<file path="src/rtl/serial_deser_if.sv">
`default_nettype none
// +--------------------------------------------------------------------+
// | serial_deser_if : control, serial data and word handshake bundle   |
// | Revision 1.0                                                       |
// +--------------------------------------------------------------------+
interface serial_deser_if #(
  parameter int WIDTH = 8
);
  logic             start_i;
  logic             enable_i;
  logic             data_i;
  logic             ack_i;
  logic [WIDTH-1:0] data_o;
  logic             valid_o;
  logic             busy_o;
  logic             overrun_o;
  logic             parity_err_o;

  modport master (
    output start_i, enable_i, data_i, ack_i,
    input  data_o, valid_o, busy_o, overrun_o, parity_err_o
  );

  modport slave (
    input  start_i, enable_i, data_i, ack_i,
    output data_o, valid_o, busy_o, overrun_o, parity_err_o
  );
endinterface
`default_nettype wire

</file>
<file path="src/rtl/serial_deser.sv">
`default_nettype none
// +--------------------------------------------------------------------+
// | serial_deser : LSB-first serial-to-parallel word assembler with a  |
// | held-word handshake. Optional even parity: SERIAL_DESER_PARITY_EN. |
// | Revision 1.0                                                       |
// +--------------------------------------------------------------------+
module serial_deser #(
  parameter int WIDTH = 8
) (
  input  logic          clk_i,
  input  logic          rst_n,
  serial_deser_if.slave bus
);
  localparam int       c_cw    = $clog2(WIDTH);
  localparam [c_cw-1:0] c_last = c_cw'(WIDTH - 1);

  localparam [1:0] c_idle   = 2'd0;
  localparam [1:0] c_shift  = 2'd1;
  localparam [1:0] c_hold   = 2'd3;
`ifdef SERIAL_DESER_PARITY_EN
  localparam [1:0] c_parity = 2'd2;
  localparam [1:0] c_after_data = c_parity;
`else
  localparam [1:0] c_after_data = c_hold;
`endif

  logic [1:0]       r_state, w_state_next;
  logic [c_cw-1:0]  r_cnt;
  logic [WIDTH-1:0] r_shift, w_shift_upd;
  logic [WIDTH-1:0] r_data;
  logic             r_valid, r_busy, r_overrun;
  logic             w_accept_start, w_shift_en, w_last, w_ack, w_overrun_set;
`ifdef SERIAL_DESER_PARITY_EN
  logic             r_parity_err, w_par_en;
`endif

  always_ff @(posedge clk_i or negedge rst_n) begin
    if (!rst_n) r_state <= c_idle;
    else        r_state <= w_state_next;
  end

  always_comb begin
    w_state_next = r_state;
    case (r_state)
      c_idle:  if (bus.start_i) w_state_next = c_shift;
      c_shift: begin
        if (bus.start_i)                               w_state_next = c_shift;
        else if (bus.enable_i && (r_cnt == c_last))    w_state_next = c_after_data;
      end
`ifdef SERIAL_DESER_PARITY_EN
      c_parity: begin
        if (bus.start_i)       w_state_next = c_shift;
        else if (bus.enable_i) w_state_next = c_hold;
      end
`endif
      c_hold:  if (bus.ack_i) w_state_next = bus.start_i ? c_shift : c_idle;
      default: w_state_next = c_idle;
    endcase
  end

  always_comb begin
    w_accept_start = 1'b0;
    w_shift_en     = 1'b0;
    w_last         = 1'b0;
    w_ack          = 1'b0;
    w_overrun_set  = 1'b0;
    w_shift_upd    = {bus.data_i, r_shift[WIDTH-1:1]};
`ifdef SERIAL_DESER_PARITY_EN
    w_par_en       = 1'b0;
`endif
    case (r_state)
      c_idle:  w_accept_start = bus.start_i;
      c_shift: begin
        w_accept_start = bus.start_i;
        w_shift_en     = bus.enable_i && !bus.start_i;
        w_last         = w_shift_en && (r_cnt == c_last);
      end
`ifdef SERIAL_DESER_PARITY_EN
      c_parity: begin
        w_accept_start = bus.start_i;
        w_par_en       = bus.enable_i && !bus.start_i;
      end
`endif
      c_hold: begin
        w_ack          = bus.ack_i;
        w_accept_start = bus.ack_i && bus.start_i;
        w_overrun_set  = bus.enable_i;
      end
      default: ;
    endcase
  end

  // Datapath and registered outputs; ack has the last word on valid.
  always_ff @(posedge clk_i or negedge rst_n) begin
    if (!rst_n) begin
      r_cnt     <= '0;
      r_shift   <= '0;
      r_data    <= '0;
      r_valid   <= 1'b0;
      r_busy    <= 1'b0;
      r_overrun <= 1'b0;
`ifdef SERIAL_DESER_PARITY_EN
      r_parity_err <= 1'b0;
`endif
    end else begin
`ifdef SERIAL_DESER_PARITY_EN
      r_busy <= (w_state_next == c_shift) || (w_state_next == c_parity);
`else
      r_busy <= (w_state_next == c_shift);
`endif
      if (w_accept_start) begin
        r_cnt     <= '0;
        r_shift   <= '0;
        r_overrun <= 1'b0;
      end else begin
        if (w_shift_en) begin
          r_shift <= w_shift_upd;
          r_cnt   <= r_cnt + c_cw'(1);
        end
        if (w_overrun_set) r_overrun <= 1'b1;
      end
      if (w_last) begin
        r_data <= w_shift_upd;
`ifndef SERIAL_DESER_PARITY_EN
        r_valid <= 1'b1;
`endif
      end
`ifdef SERIAL_DESER_PARITY_EN
      if (w_par_en) begin
        r_valid      <= 1'b1;
        r_parity_err <= (^r_data) ^ bus.data_i;
      end
      if (w_ack) r_parity_err <= 1'b0;
`endif
      if (w_ack) r_valid <= 1'b0;
    end
  end

  assign bus.data_o    = r_data;
  assign bus.valid_o   = r_valid;
  assign bus.busy_o    = r_busy;
  assign bus.overrun_o = r_overrun;
`ifdef SERIAL_DESER_PARITY_EN
  assign bus.parity_err_o = r_parity_err;
`else
  assign bus.parity_err_o = 1'b0;
`endif
endmodule
`default_nettype wire

</file>
<file path="src/flat_wrapper.sv">
// flat-port wrapper written by rule: the top's interface ports become plain ports
module serial_deser_flat 
#(
  parameter int WIDTH = 8
)
  (clk_i, rst_n, bus_start_i, bus_enable_i, bus_data_i, bus_ack_i, bus_data_o, bus_valid_o, bus_busy_o, bus_overrun_o, bus_parity_err_o);
  serial_deser_if #(.WIDTH(WIDTH)) bus_i ();
  input  logic clk_i;
  input  logic rst_n;
  input wire logic [$bits(bus_i.start_i)-1:0] bus_start_i;
  input wire logic [$bits(bus_i.enable_i)-1:0] bus_enable_i;
  input wire logic [$bits(bus_i.data_i)-1:0] bus_data_i;
  input wire logic [$bits(bus_i.ack_i)-1:0] bus_ack_i;
  output wire logic [$bits(bus_i.data_o)-1:0] bus_data_o;
  output wire logic [$bits(bus_i.valid_o)-1:0] bus_valid_o;
  output wire logic [$bits(bus_i.busy_o)-1:0] bus_busy_o;
  output wire logic [$bits(bus_i.overrun_o)-1:0] bus_overrun_o;
  output wire logic [$bits(bus_i.parity_err_o)-1:0] bus_parity_err_o;
  assign bus_i.start_i = bus_start_i;
  assign bus_i.enable_i = bus_enable_i;
  assign bus_i.data_i = bus_data_i;
  assign bus_i.ack_i = bus_ack_i;
  assign bus_data_o = bus_i.data_o;
  assign bus_valid_o = bus_i.valid_o;
  assign bus_busy_o = bus_i.busy_o;
  assign bus_overrun_o = bus_i.overrun_o;
  assign bus_parity_err_o = bus_i.parity_err_o;
  serial_deser #(.WIDTH(WIDTH)) u_core (.clk_i(clk_i), .rst_n(rst_n), .bus(bus_i));
endmodule
</file>
<file path="config.mk">
export PLATFORM = sky130hd
export DESIGN_NAME = serial_deser_flat
export DESIGN_NICKNAME = d
export VERILOG_FILES = /design/src/rtl/serial_deser_if.sv /design/src/rtl/serial_deser.sv /design/src/flat_wrapper.sv
export SDC_FILE = /design/constraint.sdc
export NUM_CORES = 1
export LEC_CHECK = 0
export ABC_AREA = 1
export CORE_MARGIN = 5
export CORE_UTILIZATION = 28
export CTS_CLUSTER_DIAMETER = 50
export DETAILED_ROUTE_END_ITERATION = 7
export PLACE_DENSITY = 0.61
export SYNTH_ARGS = -nofsm -noshare
export SYNTH_HDL_FRONTEND = slang
export SYNTH_SLANG_ARGS = --single-unit
</file>
<file path="constraint.sdc">
create_clock -name clk_i -period 1.1 [get_ports clk_i]
set_input_delay 0.275 -clock clk_i [delete_from_list [all_inputs] [get_ports clk_i]]
set_output_delay 0.275 -clock clk_i [all_outputs]
set_load 0.005 [all_outputs]
</file>
# Word level (Yosys, flattened, before mapping)
# Cells that the tools add are included.
# op_classes
addsub	1
n_eq_ne	4
mux	19
n_reduce_logical	10
# op_table
cell	count
2-to-1 mux 8 bit	2
2-to-1 mux 1 bit	9
2-to-1 mux 2 bit	4
2-to-1 mux 3 bit	2
case mux 2 bit (3 select lines)	1
nonzero test 2 bit	3
equality test 2 x 1 -> 1 bit (second input constant)	2
logical AND 1 bit	4
adder 3 x 1 -> 3 bit (second input constant)	1
equality test 3 bit (second input constant)	1
equality test 2 bit (second input constant)	1
zero test 2 bit	1
case mux 1 bit (2 select lines)	1
OR reduction 2 bit	1
zero test 1 bit	1
# totals
ff_bits	24
input_bits	6
output_inout_bits	12

# Longest topological paths before layout
# depth
ltp_word	6
depth_mapped	7

# Worst setup path after synthesis
# OpenSTA, ideal clock, no wires.
# synth_path
kind	register to register
start	reg u_core.r_cnt[0]
end	reg u_core.r_data[0] (netlist: u_core.bus.data_o[0])
t_arrival_ps	1089
required_ps	984
slack_ps	-105
stages_incl_launch_ff	8
path_buffers	0
synth_period_minus_slack_ps	1205
path_cell_list	dfrtp_1 ha_1 ha_1 nand3_1 nor2_4 inv_2 nand2_1 nand2_1
# synth_via
elab_chain_cells	3
# synth_lines
item	line	text
start: declaration	serial_deser.sv:28	logic [c_cw-1:0] r_cnt;
start signal: assignment	serial_deser.sv:118	r_cnt <= r_cnt + c_cw'(1);
equality test 3 bit	serial_deser.sv:76	w_last = w_shift_en && (r_cnt == c_last);
logical AND 1 bit	serial_deser.sv:76	
2-to-1 mux 1 bit	serial_deser.sv:71	case (r_state)
end signal: assignment	serial_deser.sv:123	r_data <= w_shift_upd;
end: declaration	serial_deser.sv:30	logic [WIDTH-1:0] r_data;
# Every way passes these cells.
# A chain may end at the register's enable or synchronous reset.

# Final worst setup path
# layout_path
start	reg u_core.r_cnt[0]
end	reg u_core.r_data[1] (netlist: u_core.bus.data_o[1])
# Same word-level chain as after synthesis.

==> summary.md <==
| Metric | Value |
|---|---|
| DRC Markers | `0` |
| CTS tree | `done` |
| Fin cells | `roughly 210` |
| Net Sw Power | `0.000324 W` |
| Setup skew after layout | `between 2 and 2.5 ps` |
| Startpoint types | `flip-flop` |
| Crit-path max FO | `5` |
| Pin count of the biggest net entering global routing | `24` |
| Comb pwr share | `0.108` |
| Total congestion overflow | `0` |
| Sequential power share | `0.619` |
| Area post-placement | `0.00136 mm^2` |
| Cell Int Power | `between 0.001 and 0.0015 W` |
| Synth cell types | `16` |
| Fin Hold WS | `roughly 320 ps` |
| Total Wirelength | `~2.4 mm` |
| Core Box Area | `approximately 0.0034 mm^2` |
| Wire length of the first global-routing pass | `4.11 mm` |
| Synth Register Bits | `23` |
| Arrival time worst endpoint | `roughly 1500 ps` |
| I/O Buffers | `16` |
| Die width | `between 70 and 80 um` |
| Largest delay contributor family on the critical path | `flip-flops` |
| Post-synth top area share | `0.570` |
| Fill count | `approximately 340` |
| Placed cell count | `190` |
| Clock power share | `0.274` |
| R2R Path Start | `u_core.r_cnt[0]` |
| Final setup viols | `19` |
| Met3 wire length | `122 um` |
| Clk Latency, worst-skew pair | `approximately 300 ps` |
| PwrDens | `899 mW/mm^2` |
| Pre-Repair DR Iteration Count | `4` |
| R2R cell count | `7` |
| Commonest non-fill, non-tap cells in the layout | `nand2_1, buf_4, dfrtp_1` |
| I/O pin count | `18` |
| Failing checks | `setup timing` |
| Routed len/inst | `11.4 um` |
| Fin. Hold Viols | `0` |
| CP peak stage delay | `between 300 and 400 ps` |
| H-tree levels | `1` |
| Post-DP HPWL | `approximately 1.5 mm` |
| Mapped Nets | `122` |
| Synth area leader | `dfrtp_1` |
| Routed Antenna Nets | `0` |
| FP Rows | `21` |
| CP Capture Type | `flip-flop` |
| RSZ-0062 raised after global routing | `true` |
| Leak pwr | `between 0.7 and 0.8 nW` |
| Die Ht | `70.1 um` |
| Largest cells by area after synthesis | `dfrtp_1, nand2_1, nand3_1` |
| Crit Path Category | `flip-flop to flip-flop` |
| Period utilization | `1.14` |
| Detailed Route Iter0 Violations | `26` |
| Worst R2R Setup Slack | `-160 ps` |
| Initial antenna violation count | `0` |
| Worst reg2reg path endpoint | `u_core.bus.data_o[1]` |
| CP bufs+invs | `1` |
| Status | `complete, but fails checks` |
| CTS Buffer Depth | `2` |
| Area delta synth->final | `53.0%` |
| Slack of the critical path | `-156 ps` |
| Achievable Freq | `about 800 MHz` |
| Synth warn | `0` |
| Max Cap Viol | `0` |
| Critical Path RT | `1350 ps` |
| Critical path origin | `u_core.r_cnt[0]` |
| Crit path max-delay cell type | `dfrtp_1` |
| Switching share of total power | `0.234` |
| Final instance area | `0.00155 mm^2` |
| Num CTS Buffers | `3` |
| Met1 wire length | `between 1 and 1.5 mm` |
| Nets | `about 170` |
| Worst-path clk slew | `120 ps` |
| Synthesized area | `between 0.001 and 0.0015 mm^2` |
| Die area | `about 0.0049 mm^2` |
| Most used cell, CP | `nand2_1` |
| Met2 WL | `1.21 mm` |
| Fraction of final layout cells sized beyond drive strength 1 | `0.406` |
| Mean area per synthesized cell | `~8.9 um^2` |
| Most common cell after layout, fill and taps aside | `nand2_1` |
| HP Class | `input pin to async pin` |
| Total clock sinks | `23` |
| Sequential share of the synthesized area | `0.570` |
| Vias per cell | `4.47` |
| GR Util All Layers | `0.102` |
| Initial Util | `0.296` |
| Vias in the first global route | `between 900 and 1,000` |
| Peak VDD IR | `0.000308 V` |
| Highest Signal Layer | `met4` |
| Vias | `943` |
| Root Buffer | `clkbuf_4` |
| Diodes inserted | `0` |
| Max Transition Viols Final | `0` |
| Crit-path cells | `ha_2 -> ha_4 -> nand3_4 -> nor2_4 -> buf_4 -> nand2_1 -> nand2_1` |
| RD Place Congestion | `0.776` |
| Synth Instances | `114` |
| Final Critical Period | `1260 ps` |
| Worst slack, placed | `-413 ps` |
==> Yosys cell counts <==
library cell / number
a21oi_1: 10
buf_4: 1
conb_1: 1
dfrtp_1: 23
ha_1: 2
inv_1: 5
inv_2: 3
nand2_1: 44
nand2_2: 1
nand3_1: 11
nor2_1: 6
nor2_4: 3
o21a_1: 1
o21ai_0: 1
o21ai_4: 1
o22ai_1: 1
==> power groups by stage <==
stage / combinational, W / clock (W) / sequential [W]
after floorplan: 0.0000457 / 0 / 0.000874
after global placement: 0.000123 / 0 / 0.000875
after detailed placement: 0.000127 / 0 / 0.000875
after CTS: 0.000144 / 0.000400 / 0.000859
after global routing: 0.000164 / 0.000441 / 0.000861
final: 0.000149 / 0.000380 / 0.000859
==> per-stage QoR <==
stage / power (W) / utilization / TNS, ps
floorplan: 0.000920 / - / -701
global placement: 0.000998 / 0.399 / -8010
detailed placement: 0.00100 / 0.399 / -8490
CTS: 0.00140 / 0.442 / -1520
global route: 0.00147 / 0.452 / -3570
finish: 0.00139 / 0.452 / -1540
==> kinds of logic after synthesis <==
kind of cell,count (synthesis),synth area share
AOI/OAI and AO/OA,14,0.0843
and+or+nand+nor,65,0.280
adders and majority gates,2,0.0248
DFF,23,0.570
other,1,0.00371
buffers and inverters,9,0.0372
==> sequential cells by signal, summed over array words and instances, names as in the netlist <==
name and flops:
u_core.bus.overrun_o 1, u_core.bus.valid_o 1, u_core.bus.busy_o 1, u_core.r_state 2
u_core.r_cnt 3, u_core.bus.data_o 8, u_core.r_shift 7
==> routing by layer <==
layer / vias to the layer above / track usage
met5: - / 0
met4: 0 / 0.0553
met3: 6 / 0.0201
met2: 23 / 0.183
met1: 445 / 0.113
li1: 469 / -
==> layout make-up <==
type,count,area [um^2],share of cell area
well taps,46,57.6,0.0372
flip-flops and latches,23,577,0.373
multi-input cells,83,483,0.313
repair buffers,47,372,0.240
inverters,8,30.0,0.0194
clock buffers,4,26.3,0.0170
==> how the worst max path moves through the flow <==
| stage | slack (ps) | cells after the start | to |
|---|---|---|---|
| 5_1_grt | -240 | 7 | u_core.bus.data_o[1] |
| 2_1_floorplan | -80 | 7 | u_core.bus.data_o[0] |
| 4_1_cts | -150 | 7 | u_core.bus.data_o[2] |
| 6_report | -160 | 7 | u_core.bus.data_o[1] |
| 3_5_place_dp | -410 | 6 | u_core.r_cnt[1] |
| 3_3_place_gp | -370 | 6 | u_core.bus.busy_o |
==> timing repair <==
action | 4_1_cts | 5_1_grt
gates cloned | 1 | 0
gates resized for setup | 62 | 3
pin swaps | 9 | 1
setup endpoints to repair | 33 | 33
hold buffers | 0 | 0
endpoints found under the hold margin | 0 | 0
buffers inserted | 12 | 4
(Power assumes the default switching activity.)
